**src/rtl/inv_seq_pkg.sv**
```systemverilog
// Shared types and defaults for the double-inverter test sequencer.
package inv_seq_pkg;

  localparam int DEF_MAX_WAIT = 255;
  localparam int DEF_CNT_W    = 8;

  localparam logic SEL_RISE = 1'b0;
  localparam logic SEL_FALL = 1'b1;

  typedef enum logic [2:0] {
    IDLE   = 3'd0,
    PRESET = 3'd1,
    RISE   = 3'd2,
    FALL   = 3'd3,
    DONE   = 3'd4
  } inv_seq_state_t;

endpackage

```
**src/rtl/sync_2ff.sv**
```systemverilog
// Two-flop synchronizer for a single asynchronous bit, cleared to 0 by reset.
module sync_2ff (
  input  logic clk,
  input  logic rst_n,
  input  logic d,
  output logic q
);

  logic meta;

  always_ff @(posedge clk or negedge rst_n) begin
    if (!rst_n) begin
      meta <= 1'b0;
      q    <= 1'b0;
    end else begin
      meta <= d;
      q    <= meta;
    end
  end

endmodule

```
**src/rtl/inv_test_sequencer.sv**
```systemverilog
// Drives a stimulus edge into the inverter loop and times how long the
// synchronized return takes to follow, for both the rising and falling edge.
module inv_test_sequencer
  import inv_seq_pkg::*;
#(
  parameter int MAX_WAIT = DEF_MAX_WAIT,
  parameter int CNT_W    = DEF_CNT_W
) (
  input  logic             clk,
  input  logic             rst_n,
  input  logic             ena,
  input  logic             start,
  input  logic             sample_in,
  input  logic             sel,
  output logic             stim_out,
  output logic             busy,
  output logic             done,
  output logic             pass,
  output logic             timeout,
  output logic [CNT_W-1:0] result
);

  localparam logic [CNT_W-1:0] MAX_CNT = CNT_W'(MAX_WAIT);

  inv_seq_state_t   state;
  logic [CNT_W-1:0] cnt;
  logic [CNT_W-1:0] rise_delay;
  logic [CNT_W-1:0] fall_delay;
  logic             start_q;
  logic             smp_s;
  logic             start_edge;

  sync_2ff u_sync (
    .clk   (clk),
    .rst_n (rst_n),
    .d     (sample_in),
    .q     (smp_s)
  );

  assign start_edge = start & ~start_q;
  assign result     = (sel == SEL_FALL) ? fall_delay : rise_delay;

  always_ff @(posedge clk or negedge rst_n) begin
    if (!rst_n) begin
      state      <= IDLE;
      cnt        <= '0;
      start_q    <= 1'b0;
      stim_out   <= 1'b0;
      busy       <= 1'b0;
      done       <= 1'b0;
      pass       <= 1'b0;
      timeout    <= 1'b0;
      rise_delay <= '0;
      fall_delay <= '0;
    end else begin
      start_q <= start;
      // Disabling the tile aborts any measurement but keeps the last results.
      if (!ena) begin
        state    <= IDLE;
        cnt      <= '0;
        stim_out <= 1'b0;
        busy     <= 1'b0;
      end else begin
        case (state)
          IDLE, DONE: begin
            if (start_edge) begin
              state      <= PRESET;
              cnt        <= '0;
              busy       <= 1'b1;
              done       <= 1'b0;
              pass       <= 1'b0;
              timeout    <= 1'b0;
              rise_delay <= '0;
              fall_delay <= '0;
            end
          end

          PRESET: begin
            if (!smp_s) begin
              state    <= RISE;
              cnt      <= '0;
              stim_out <= 1'b1;
            end else if (cnt == MAX_CNT) begin
              state   <= DONE;
              busy    <= 1'b0;
              done    <= 1'b1;
              timeout <= 1'b1;
            end else begin
              cnt <= cnt + 1'b1;
            end
          end

          RISE: begin
            if (smp_s) begin
              state      <= FALL;
              rise_delay <= cnt;
              cnt        <= '0;
              stim_out   <= 1'b0;
            end else if (cnt == MAX_CNT) begin
              state      <= DONE;
              rise_delay <= MAX_CNT;
              stim_out   <= 1'b0;
              busy       <= 1'b0;
              done       <= 1'b1;
              timeout    <= 1'b1;
            end else begin
              cnt <= cnt + 1'b1;
            end
          end

          FALL: begin
            if (!smp_s) begin
              state      <= DONE;
              fall_delay <= cnt;
              busy       <= 1'b0;
              done       <= 1'b1;
              pass       <= 1'b1;
            end else if (cnt == MAX_CNT) begin
              state      <= DONE;
              fall_delay <= MAX_CNT;
              busy       <= 1'b0;
              done       <= 1'b1;
              timeout    <= 1'b1;
            end else begin
              cnt <= cnt + 1'b1;
            end
          end

          default: begin
            state    <= IDLE;
            cnt      <= '0;
            stim_out <= 1'b0;
            busy     <= 1'b0;
          end
        endcase
      end
    end
  end

endmodule

```
**config.mk**
```make
export PLATFORM = sky130hd
export DESIGN_NAME = inv_test_sequencer
export DESIGN_NICKNAME = d
export VERILOG_FILES = /design/src/rtl/inv_seq_pkg.sv /design/src/rtl/sync_2ff.sv /design/src/rtl/inv_test_sequencer.sv
export SDC_FILE = /design/constraint.sdc
export NUM_CORES = 1
export LEC_CHECK = 0
export ABC_CLOCK_PERIOD_IN_PS = 5660
export BUFFER_PORTS_ARGS = -buffer_cell sky130_fd_sc_hd__buf_4
export CAP_MARGIN = 5
export CORE_ASPECT_RATIO = 1.2
export CORE_MARGIN = 2
export CORE_UTILIZATION = 63
export DETAILED_ROUTE_END_ITERATION = 8
export PLACE_DENSITY = 0.84
export SYNTH_ARGS = -nofsm -noshare
export SYNTH_HDL_FRONTEND = slang
export SYNTH_SLANG_ARGS = --single-unit
```
**constraint.sdc**
```tcl
create_clock -name clk -period 5.66 [get_ports clk]
set_clock_uncertainty 0.2 [all_clocks]
set_input_delay 0.849 -clock clk [delete_from_list [all_inputs] [get_ports clk]]
set_output_delay 0.849 -clock clk [all_outputs]
set_load 0.02 [all_outputs]
```
==> impl_metrics.env, run 1 <==
export IMPL_status="completed"
export IMPL_insertedDiodeCount=0
export IMPL_post_cts_resize_count=0
export IMPL_timing_critical_path_mode_cell="sky130_fd_sc_hd__buf_4"
export IMPL_gpl_final_weighted_congestion=0.806
export IMPL_drv_cap=0
export IMPL_syn_avg_cell_area_um2=10.5
export IMPL_dp_final_hpwl_um=2910
export IMPL_power_density_mw_per_mm2=269
export IMPL_detailedRoute_firstPassIterationCount=4
export IMPL_first_global_vias=1437
export IMPL_peakVddDrop_mv=0.302
export IMPL_ctsHoldBuffers=0
export IMPL_die_h_um=64.9
export IMPL_die_w_um=54.7
export IMPL_routedWlPerCell_um=17.2
export IMPL_synth_flop_cell="sky130_fd_sc_hd__dfrtp_1"
export IMPL_global_route_total_overflow=0
export IMPL_use_met2_pct=40.5
export IMPL_synthesis_instances=186
export IMPL_cp_end_kind="output pin"
export IMPL_arrival_ns=1.49
export IMPL_worst_path_max_fanout=8
export IMPL_fraction_of_layout_cells_with_a_size_suffix_above_1_pct=22.3
export IMPL_synth_net_count=193
export IMPL_yosysUniqueCellTypes=52
export IMPL_clock_path_buffers=2
export IMPL_nNetsFinal=208
export IMPL_ioPinCount=19
export IMPL_tritoncts="built"
export IMPL_final_max_slew_violation_count=0
export IMPL_global_route_usage_total_pct=26.6
export IMPL_critical_path_class="in -> out"
export IMPL_dr_first_iter_drc_count=63
export IMPL_critPathBufInv=2
export IMPL_h_tree_depth=2
export IMPL_place_port_buffers=18
export IMPL_clk_insertion_delay_late_ns=0.34
export IMPL_p_total_w=0.000578
export IMPL_max_freq_mhz=394
export IMPL_area_growth_syn_to_layout_pct=10.2
export IMPL_grt_setup_unrepaired="no"
export IMPL_std_cell_rows=22
export IMPL_cpLargestDelayFamily="multiplexers"
export IMPL_tns_ns=0
export IMPL_vias=1517
export IMPL_cp_slowest_cell="sky130_fd_sc_hd__mux2_2"
export IMPL_synth_ff_latch_count=35
export IMPL_post_cts_repair_setup_buffers=0
export IMPL_cp_cell_sequence="buf_4 > mux2_2 > buf_4"
export IMPL_global_route_peak_usage_layer="met2"
export IMPL_report_final_setup_viol=0
export IMPL_grt_pass1_wl_um=6870
export IMPL_floorplan_initialDensity_pct=64.9
export IMPL_post_place_cells=230
export IMPL_power_leakage_nw=0.953
export IMPL_grt_met1_usage_pct=34.6
export IMPL_remaining_drc_errors=0
export IMPL_worst_setup_hold_path_clk_slew_ns=0.10
export IMPL_critPathLaunchType="primary input"
export IMPL_routed_wire_length_um=4100
export IMPL_postRouteAntennaNets=0
export IMPL_synth_yosys_seq_area_share_pct=45.0
export IMPL_pin_count_of_the_biggest_net_entering_global_routing=36
export IMPL_min_path_type="reg -> reg"
export IMPL_post_layout_nonfiller_instances=238
export IMPL_number_of_clock_sinks_seen_by_cts=35
export IMPL_synth_enable_flop_cells=0
export IMPL_min_period_ns=2.54
export IMPL_area_of_the_die_mm2=0.00355
export IMPL_critPathRequiredTime_ns=4.61
export IMPL_detail_route_vias_per_cell=6.37
export IMPL_period_share_pct=44.9
export IMPL_slew_headroom_pct=58.6
export IMPL_syn_area_mm2=0.00195
export IMPL_cts_made_buffers=5
export IMPL_cpPeakStageDelay_ns=0.34
export IMPL_total_core_area_mm2=0.00300
export IMPL_postSynth_asyncResetShare_pct=100
export IMPL_timing_final_hold_violations=0
export IMPL_clock_root_buffer="sky130_fd_sc_hd__clkbuf_4"
export IMPL_met3_usage_pct=6.91
export IMPL_timing_worst_slew_pin_value_ns=0.621
export IMPL_ys_warn_count=0
export IMPL_antenna_violations_before_repair=0
logic make-up after synthesis:
logic type      Yosys count  share of synthesized area (%)
compound gates           60                           22.4
buf+inv                  23                           5.98
simple gates             51                           16.0
mux                      16                           10.0
fa+ha+maj                 1                          0.643
flops                    35                           45.0
final cells by class:
| cell class | count | area, um2 |
|---|---|---|
| Inverter | 13 | 48.8 |
| Multi-Input combinational cell | 128 | 955 |
| Clock inverter | 2 | 35.0 |
| Timing Repair Buffer | 18 | 135 |
| Fill cell | 232 | 855 |
| Clock buffer | 6 | 51.3 |
| Tap cell | 36 | 45.0 |
| Sequential cell | 35 | 876 |
synth_stat cells (2+ instances only):
library cell	count	area (um2)
sky130_fd_sc_hd__dfrtp_1	35	876
sky130_fd_sc_hd__a21oi_1	13	65.1
sky130_fd_sc_hd__inv_1	12	45.0
sky130_fd_sc_hd__nand2_1	12	45.0
sky130_fd_sc_hd__mux2_2	8	90.1
sky130_fd_sc_hd__o21ai_0	8	40.0
sky130_fd_sc_hd__nand3_1	7	35.0
sky130_fd_sc_hd__nor2_1	7	26.3
sky130_fd_sc_hd__a2bb2oi_1	5	43.8
sky130_fd_sc_hd__and3_1	5	31.3
sky130_fd_sc_hd__mux2_4	5	75.1
sky130_fd_sc_hd__o21a_1	5	37.5
sky130_fd_sc_hd__o22a_1	4	35.0
sky130_fd_sc_hd__a31oi_1	3	18.8
sky130_fd_sc_hd__and2_1	3	18.8
sky130_fd_sc_hd__buf_2	3	15.0
sky130_fd_sc_hd__buf_6	3	33.8
sky130_fd_sc_hd__clkbuf_1	3	11.3
sky130_fd_sc_hd__mux2i_1	3	30.0
sky130_fd_sc_hd__nand4_1	3	18.8
sky130_fd_sc_hd__nor2b_1	3	18.8
sky130_fd_sc_hd__a211o_1	2	17.5
sky130_fd_sc_hd__a211oi_1	2	15.0
sky130_fd_sc_hd__nand2b_1	2	12.5
sky130_fd_sc_hd__o211ai_1	2	15.0
sky130_fd_sc_hd__o2bb2ai_1	2	17.5
state kept, by name, summed over array words and instances (netlist names):
signal       cells
cnt              8
fall_delay       8
rise_delay       8
state            3
busy             1
done             1
pass             1
start_q          1
stim_out         1
timeout          1
u_sync.meta      1
u_sync.q         1
report_power, final:
group	switching (W)	internal [W]	leakage, nW	total (W)
Clock	0.0000839	0.000104	0.0482	0.000188
Combinational	0.0000504	0.0000514	0.442	0.000102
Sequential	0.0000176	0.000270	0.462	0.000288
Total	0.000152	0.000426	0.953	0.000578
layer usage:
layer | routed length, um | up-vias
met5 | 0 | -
met4 | 63 | 0
met3 | 215 | 8
met2 | 2090 | 53
met1 | 1730 | 738
li1 | - | 718
stage by stage:
step	utilization [%]	worst slack, ns	hold slack, ns	instance area [um2]
2_1_floorplan	-	3.07	0.131	1950
3_3_place_gp	68.6	3.13	0.137	2060
3_5_place_dp	68.6	3.11	0.139	2060
4_1_cts	71.5	3.11	0.162	2150
5_1_grt	71.5	3.09	0.167	2150
6_report	71.5	3.12	0.158	2150
path summary, 6_finish.rpt:
check | startpoint | to | slack, ns | cells after the start
worst max-delay path | sel | result[0] | 3.12 | 3
worst max register to register | cnt[0]$_DFFE_PN0P_ | fall_delay[6]$_DFFE_PN0P_ | 3.39 | 5
min in group asynchronous | rst_n | fall_delay[1]$_DFFE_PN0P_ | 0.24 | 1
worst min register to register | u_sync.meta$_DFF_PN0_ | u_sync.q$_DFF_PN0_ | 0.16 | 0
max in group asynchronous | rst_n | state[0]$_DFFE_PN0P_ | 4.70 | 1
worst min-delay path | u_sync.meta$_DFF_PN0_ | u_sync.q$_DFF_PN0_ | 0.16 | 0
layout by cell type, fill, tap and decap left out, types with 4 or more instances in the layout:
cell,instances
sky130_fd_sc_hd__mux2_4,5
sky130_fd_sc_hd__dfrtp_1,35
sky130_fd_sc_hd__clkbuf_4,5
sky130_fd_sc_hd__buf_4,18
sky130_fd_sc_hd__nor2_1,7
sky130_fd_sc_hd__mux2_2,8
sky130_fd_sc_hd__a2bb2oi_1,5
sky130_fd_sc_hd__a21oi_1,13
sky130_fd_sc_hd__inv_1,12
sky130_fd_sc_hd__o21ai_0,8
sky130_fd_sc_hd__and3_1,5
sky130_fd_sc_hd__o21a_1,5
sky130_fd_sc_hd__nand3_1,7
sky130_fd_sc_hd__nand2_1,12
sky130_fd_sc_hd__o22a_1,4
No activity file was read; power rests on OpenSTA's default activity.
==> inputs of run 2 (changes only) <==
--- a/config.mk
+++ b/config.mk
@@ -5,14 +5,15 @@
 export SDC_FILE = /design/constraint.sdc
 export NUM_CORES = 1
 export LEC_CHECK = 0
-export ABC_CLOCK_PERIOD_IN_PS = 5660
+export ABC_AREA = 1
+export ABC_CLOCK_PERIOD_IN_PS = 2400
 export BUFFER_PORTS_ARGS = -buffer_cell sky130_fd_sc_hd__buf_4
 export CAP_MARGIN = 5
 export CORE_ASPECT_RATIO = 1.2
 export CORE_MARGIN = 2
-export CORE_UTILIZATION = 63
+export CORE_UTILIZATION = 59
 export DETAILED_ROUTE_END_ITERATION = 8
-export PLACE_DENSITY = 0.84
+export PLACE_DENSITY = 0.79
 export SYNTH_ARGS = -nofsm -noshare
 export SYNTH_HDL_FRONTEND = slang
 export SYNTH_SLANG_ARGS = --single-unit
==> constraint.sdc (replaced) <==
create_clock -name clk -period 2.4 [get_ports clk]
set_clock_uncertainty 0.2 [all_clocks]
set_input_delay 0.36 -clock clk [delete_from_list [all_inputs] [get_ports clk]]
set_output_delay 0.36 -clock clk [all_outputs]
set_load 0.02 [all_outputs]
==> run 2 against run 1 <==
  * Synthesized cell count grew 42%
  * Die area grew 10%
  * Sequential share of layout area shrank 2.6 points
  * Core utilization shrank 2.3 points
  * Sequential cell count is the same
  * Hold slack lost 0.0069 ns
  * Sequential power grew 120%
  * Non-clock buffer count grew 6
  * Wire length shrank 1.6%
  * Design area grew 6.8%
  * Cell count grew 36%
  * Synthesized area grew 4.0%
  * Critical endpoint is now fall_delay[1]$_DFFE_PN0P_
==> impl_metrics.env, run 2 <==
export IMPL_status="completed"
export IMPL_timing_reg2reg_worst_path_depth=8
export IMPL_power_density_mw_per_mm2=561
export IMPL_largest_family_of_logic_cells_by_synthesized_area="simple AND/OR/NAND/NOR gates"
export IMPL_remaining_drc_errors=0
export IMPL_worstReg2RegEnd="fall_delay[1]$_DFFE_PN0P_"
export IMPL_timing_final_hold_violations=0
export IMPL_slew_headroom_pct=70.8
export IMPL_total_core_area_mm2=0.00331
export IMPL_synth_compound_area_share_pct=17.2
export IMPL_post_cts_repair_setup_buffers=0
export IMPL_post_synth_xor_area_fraction_pct=0
export IMPL_h_tree_depth=2
export IMPL_cp_startpoint="cnt[1]$_DFFE_PN0P_"
export IMPL_muxShareOfSynthArea_pct=0
export IMPL_postRouteAntennaNets=0
export IMPL_arrival_ns=1.91
export IMPL_critPathLaunchType="register"
export IMPL_synth_simple_gate_area_share_pct=29.5
export IMPL_die_h_um=68.2
export IMPL_synth_flop_cell="sky130_fd_sc_hd__dfrtp_1"
export IMPL_number_of_clock_sinks_seen_by_cts=35
export IMPL_critPathRequiredTime_ns=2.37
export IMPL_report_final_setup_viol=0
export IMPL_clock_root_buffer="sky130_fd_sc_hd__clkbuf_8"
export IMPL_clock_path_buffers=2
export IMPL_critical_path_class="reg -> reg"
export IMPL_startpoint_of_the_worst_slack_reg_to_reg_timing_path="cnt[1]$_DFFE_PN0P_"
export IMPL_area_of_the_die_mm2=0.00392
export IMPL_drv_cap=0
export IMPL_routedWlPerCell_um=12.5
export IMPL_syn_avg_cell_area_um2=7.67
export IMPL_tritoncts="built"
export IMPL_cp_end_kind="register"
export IMPL_floorplan_initialDensity_pct=61.2
export IMPL_area_growth_syn_to_layout_pct=13.2
export IMPL_peakVddDrop_mv=0.524
export IMPL_vias=1724
export IMPL_mostFrequentLayoutCells="sky130_fd_sc_hd__nand2_1 (66), sky130_fd_sc_hd__dfrtp_1 (35), sky130_fd_sc_hd__inv_1 (32), sky130_fd_sc_hd__o21ai_0 (30), sky130_fd_sc_hd__nor2_1 (23)"
export IMPL_synth_common_cells="sky130_fd_sc_hd__nand2_1 (66), sky130_fd_sc_hd__dfrtp_1 (35), sky130_fd_sc_hd__inv_1 (32)"
export IMPL_pin_count_of_the_biggest_net_entering_global_routing=36
export IMPL_nNetsFinal=293
export IMPL_synthesis_instances=264
export IMPL_synth_adder_area_share_pct=0.618
export IMPL_period_share_pct=80.6
export IMPL_worst_setup_hold_path_clk_slew_ns=0.07
export IMPL_grt_setup_unrepaired="no"
export IMPL_ys_warn_count=0
export IMPL_synth_net_count=271
export IMPL_cts_made_buffers=5
export IMPL_antenna_violations_before_repair=0
export IMPL_synth_area_leaders="sky130_fd_sc_hd__dfrtp_1 (43%), sky130_fd_sc_hd__nand2_1 (12%), sky130_fd_sc_hd__o21ai_0 (7.4%)"
export IMPL_global_route_usage_total_pct=23.5
export IMPL_timing_worst_slew_pin_value_ns=0.438
export IMPL_detail_route_vias_per_cell=5.32
export IMPL_worst_reg2reg_setup_slack_ns=0.47
export IMPL_min_path_type="reg -> reg"
export IMPL_dr_first_iter_drc_count=66
export IMPL_max_freq_mhz=517
export IMPL_min_period_ns=1.93
export IMPL_worst_path_max_fanout=16
export IMPL_first_global_vias=1569
export IMPL_synthDominantAreaCellType="sky130_fd_sc_hd__dfrtp_1"
export IMPL_syn_area_mm2=0.00202
export IMPL_final_max_slew_violation_count=0
export IMPL_clk_insertion_delay_late_ns=0.29
export IMPL_power_leakage_nw=1.06
export IMPL_detailedRoute_firstPassIterationCount=4
export IMPL_largestRegisters="cnt x8, fall_delay x8, rise_delay x8"
export IMPL_timing_hold_worst_path_depth=0
export IMPL_ioPinCount=19
export IMPL_yosysUniqueCellTypes=28
export IMPL_synth_enable_flop_cells=0
export IMPL_std_cell_rows=23
export IMPL_post_route_util_pct=69.3
export IMPL_critical_path_endpoint="fall_delay[1]$_DFFE_PN0P_"
export IMPL_dp_final_hpwl_um=2920
export IMPL_ctsHoldBuffers=3
export IMPL_yosys_cell_count_top_type="sky130_fd_sc_hd__nand2_1"
export IMPL_post_cts_resize_count=0
export IMPL_synth_top_area_share_pct=43.3
export IMPL_fraction_of_layout_cells_with_a_size_suffix_above_1_pct=21.6
export IMPL_place_port_buffers=18
export IMPL_insertedDiodeCount=0
export IMPL_synth_ff_latch_count=35
export IMPL_global_route_total_overflow=0
export IMPL_layout_cells_most_common="sky130_fd_sc_hd__nand2_1"
export IMPL_postSynth_asyncResetShare_pct=100
export IMPL_gpl_final_weighted_congestion=0.882
export IMPL_synth_yosys_seq_area_share_pct=43.3
export IMPL_grt_pass1_wl_um=6970
export IMPL_routed_wire_length_um=4040
export IMPL_die_w_um=57.5
export IMPL_tns_ns=0
run 2: changes by cell type after synthesis, moves of 12 or more:
cell and delta:
sky130_fd_sc_hd__inv_1 +20, sky130_fd_sc_hd__nand2_1 +54, sky130_fd_sc_hd__nand3_1 +12, sky130_fd_sc_hd__nor2_1 +16
sky130_fd_sc_hd__o21ai_0 +22, sky130_fd_sc_hd__o21ai_2 +15
run 2: kinds of logic after synthesis:
| family | count (synthesis) |
|---|---|
| simple gates | 130 |
| compound gates | 56 |
| buf+inv | 42 |
| flops | 35 |
| fa+ha+maj | 1 |
run 2: area by class of cell:
| type | instances | area [um2] |
|---|---|---|
| clock buffer | 8 | 100 |
| fill | 282 | 1020 |
| inverter | 33 | 124 |
| multi-input combinational | 187 | 958 |
| sequential | 35 | 876 |
| tap | 37 | 46.3 |
| timing repair buffer | 24 | 188 |
run 2: power breakdown:
group	switching [W]	total, W	internal, W
registers	0.0000167	0.000627	0.000610
clock network	0.000210	0.000472	0.000262
logic	0.000127	0.000187	0.0000602
run 2: per-layer routing:
metal	vias up	wire length [um]	track usage (%)
met5	-	0	0
met2	45	1940	39.3
met3	7	184	5.10
li1	894	-	-
met4	0	63	8.72
met1	778	1850	29.9
run 2: how the worst min path moves through the flow:
stage                          start                   endpoint  slack, ns
6_report       u_sync.meta$_DFF_PN0_         u_sync.q$_DFF_PN0_       0.15
5_1_grt        u_sync.meta$_DFF_PN0_         u_sync.q$_DFF_PN0_       0.17
4_1_cts        u_sync.meta$_DFF_PN0_         u_sync.q$_DFF_PN0_       0.16
3_5_place_dp                   rst_n  rise_delay[4]$_DFFE_PN0P_       0.14
3_3_place_gp                   rst_n       stim_out$_DFFE_PN0P_       0.13
2_1_floorplan                  rst_n           busy$_DFFE_PN0P_      -0.14
run 2: worst max-delay path, stage by stage, from the launching register on:
cell	delay [ns]
sky130_fd_sc_hd__dfrtp_1	0.41
sky130_fd_sc_hd__ha_1	0.19
sky130_fd_sc_hd__nand2_1	0.09
sky130_fd_sc_hd__nor2_1	0.17
sky130_fd_sc_hd__nand2_2	0.24
sky130_fd_sc_hd__nand3_1	0.19
sky130_fd_sc_hd__nand2_4	0.15
sky130_fd_sc_hd__nand2_1	0.11
sky130_fd_sc_hd__o21ai_2	0.06
run 2: through the flow:
stage | hold WS (ns) | power, W | worst slack, ns | cell area, um2 | instances
after floorplan | -0.136 | 0.000773 | 0.745 | 2020 | 264
after global placement | 0.133 | 0.000819 | 0.578 | 2160 | 313
after detailed placement | 0.136 | 0.000823 | 0.484 | 2160 | 313
after CTS | 0.156 | 0.00129 | 0.467 | 2290 | 324
after global routing | 0.168 | 0.00135 | 0.285 | 2290 | 324
final | 0.151 | 0.00129 | 0.467 | 2290 | 324
==> inputs of run 3 (changes only) <==
--- a/config.mk
+++ b/config.mk
@@ -6,7 +6,7 @@
 export NUM_CORES = 1
 export LEC_CHECK = 0
 export ABC_AREA = 1
-export ABC_CLOCK_PERIOD_IN_PS = 2400
+export ABC_CLOCK_PERIOD_IN_PS = 1830
 export BUFFER_PORTS_ARGS = -buffer_cell sky130_fd_sc_hd__buf_4
 export CAP_MARGIN = 5
 export CORE_ASPECT_RATIO = 1.2
==> constraint.sdc (replaced) <==
create_clock -name clk -period 1.83 [get_ports clk]
set_clock_uncertainty 0.2 [all_clocks]
set_input_delay 0.2745 -clock clk [delete_from_list [all_inputs] [get_ports clk]]
set_output_delay 0.2745 -clock clk [all_outputs]
set_load 0.02 [all_outputs]
==> run 3 against run 2 <==
  * Design area rose by 5.9%
  * Hold slack got worse by 0.060 ns
  * Clock power rose by 53%
  * Via count rose by 5.5%
  * Worst setup slack got worse by 0.38 ns
  * Global-route usage rose by 0.73 points
  * Power rose by 41%
==> impl_metrics.env, run 3 (synthesized netlist as in run 2, its figures left out) <==
export IMPL_status="completed"
export IMPL_slew_headroom_pct=71.2
export IMPL_peakVddDrop_mv=0.821
export IMPL_floorplan_initialDensity_pct=61.2
export IMPL_place_port_buffers=18
export IMPL_pin_count_of_the_biggest_net_entering_global_routing=36
export IMPL_antenna_violations_before_repair=0
export IMPL_first_global_vias=1642
export IMPL_tns_ns=0
export IMPL_drv_cap=0
export IMPL_std_cell_rows=23
export IMPL_timing_final_hold_violations=0
export IMPL_worst_setup_hold_path_clk_slew_ns=0.07
export IMPL_die_w_um=57.5
export IMPL_die_h_um=68.2
export IMPL_use_met2_pct=41.3
export IMPL_clock_root_buffer="sky130_fd_sc_hd__clkbuf_8"
export IMPL_power_density_mw_per_mm2=747
export IMPL_arrival_ns=1.72
export IMPL_critPathLaunchType="primary input"
export IMPL_worst_path_max_fanout=16
export IMPL_number_of_clock_sinks_seen_by_cts=35
export IMPL_post_layout_nonfiller_instances=335
export IMPL_global_route_peak_usage_layer="met2"
export IMPL_layout_cells_most_common="sky130_fd_sc_hd__nand2_1"
export IMPL_ioPinCount=19
export IMPL_power_leakage_nw=1.14
export IMPL_insertedDiodeCount=0
export IMPL_area_of_the_die_mm2=0.00392
export IMPL_final_max_slew_violation_count=0
export IMPL_gpl_final_weighted_congestion=0.955
export IMPL_global_route_usage_total_pct=24.2
export IMPL_post_place_cells=321
export IMPL_critPathRequiredTime_ns=1.81
export IMPL_area_growth_syn_to_layout_pct=19.9
export IMPL_post_route_util_pct=73.3
export IMPL_max_freq_mhz=573
export IMPL_vias=1819
export IMPL_total_core_area_mm2=0.00331
export IMPL_global_route_total_overflow=0
export IMPL_postRouteAntennaNets=0
export IMPL_dp_final_hpwl_um=3110
export IMPL_routedWlPerCell_um=12.7
export IMPL_detailedRoute_firstPassIterationCount=4
export IMPL_largestRegisters="cnt x8, fall_delay x8, rise_delay x8"
export IMPL_clk_insertion_delay_late_ns=0.29
export IMPL_dr_first_iter_drc_count=84
export IMPL_grt_setup_unrepaired="no"
export IMPL_p_total_w=0.00181
export IMPL_tritoncts="built"
export IMPL_grt_met1_usage_pct=29.4
export IMPL_cts_made_buffers=5
export IMPL_period_share_pct=95.3
export IMPL_report_final_setup_viol=0
export IMPL_timing_worst_slew_pin_value_ns=0.433
export IMPL_routed_wire_length_um=4260
export IMPL_mostFrequentLayoutCells="sky130_fd_sc_hd__nand2_1 (65), sky130_fd_sc_hd__dfrtp_1 (33), sky130_fd_sc_hd__inv_1 (32), sky130_fd_sc_hd__buf_4 (31), sky130_fd_sc_hd__o21ai_0 (30)"
export IMPL_clock_path_buffers=2
export IMPL_cp_end_kind="register"
export IMPL_min_period_ns=1.74
export IMPL_grt_pass1_wl_um=7190
export IMPL_min_path_type="in -> reg"
export IMPL_met3_usage_pct=3.97
export IMPL_critical_path_class="in -> reg"
export IMPL_detail_route_vias_per_cell=5.43
export IMPL_fraction_of_layout_cells_with_a_size_suffix_above_1_pct=26.5
export IMPL_h_tree_depth=2
export IMPL_layout_cell_area_non_filler_mm2=0.00243
export IMPL_placement_cell_area_mm2=0.00222
export IMPL_remaining_drc_errors=0
export IMPL_nNetsFinal=304
run 3: changes by cell type in the layout (fill, tap and decap cells not counted), sizes merged:
cell,previous run,this run
buf,21,31
bufinv,0,1
clkbuf,8,6
clkinv,0,1
nand2,75,76
run 3: what timing repair did:
action | in CTS | in global routing
hold endpoints to repair | 37 | 0
setup endpoints to repair | 0 | 30
hold buffers | 3 | 0
buffers inserted | 0 | 2
gates resized for setup | 0 | 9
run 3: cell type report:
cell class,instances,area [um2]
clock inverter,2,35.0
timing repair buffer,34,263
sequential,35,878
multi-input combinational,188,998
tap,37,46.3
inverter,33,124
fill,246,882
clock buffer,6,82.6
run 3: per-stage QoR:
stage                     worst slack (ns)  hold WS [ns]
after floorplan                      0.175        -0.221
after global placement               0.151        0.0463
after detailed placement            0.0925        0.0502
after CTS                           0.0764        0.0862
after global routing               0.00840         0.112
final                               0.0853        0.0914
run 3: layer usage:
metal	share of wire [%]	vias up
met4	2.7	0
met3	3.8	10
met1	44	841
li1	-	917
met5	0	-
met2	49	51
run 3: critical path, stage by stage:
cell and delay, ns:
sky130_fd_sc_hd__dlygate4sd3_1 0.53, sky130_fd_sc_hd__buf_4 0.11, sky130_fd_sc_hd__nand2_1 0.08, sky130_fd_sc_hd__nand2_2 0.12
sky130_fd_sc_hd__nand2_2 0.09, sky130_fd_sc_hd__nor2_2 0.22, sky130_fd_sc_hd__nand2_8 0.14, sky130_fd_sc_hd__nand2_1 0.11
sky130_fd_sc_hd__o21ai_2 0.05
run 3: worst paths after layout:
check                                       from                         to  slack (ns)  cells after the start
max reg2reg                   cnt[0]$_DFFE_PN0P_       state[0]$_DFFE_PN0P_        0.13                      9
min in group asynchronous                  rst_n       state[2]$_DFFE_PN0P_        0.26                      2
min reg2reg                u_sync.meta$_DFF_PN0_         u_sync.q$_DFF_PN0_        0.17                      0
min                                          ena       state[1]$_DFFE_PN0P_        0.09                      3
max in group asynchronous                  rst_n       state[0]$_DFFE_PN0P_        0.84                      2
max                                        start  rise_delay[4]$_DFFE_PN0P_        0.09                      9
run 3: power breakdown:
| part | internal [W] | switching [W] | total [W] |
|---|---|---|---|
| Sequential | 0.000800 | 0.0000216 | 0.000822 |
| Combinational | 0.0000916 | 0.000177 | 0.000268 |
| Clock | 0.000441 | 0.000283 | 0.000723 |
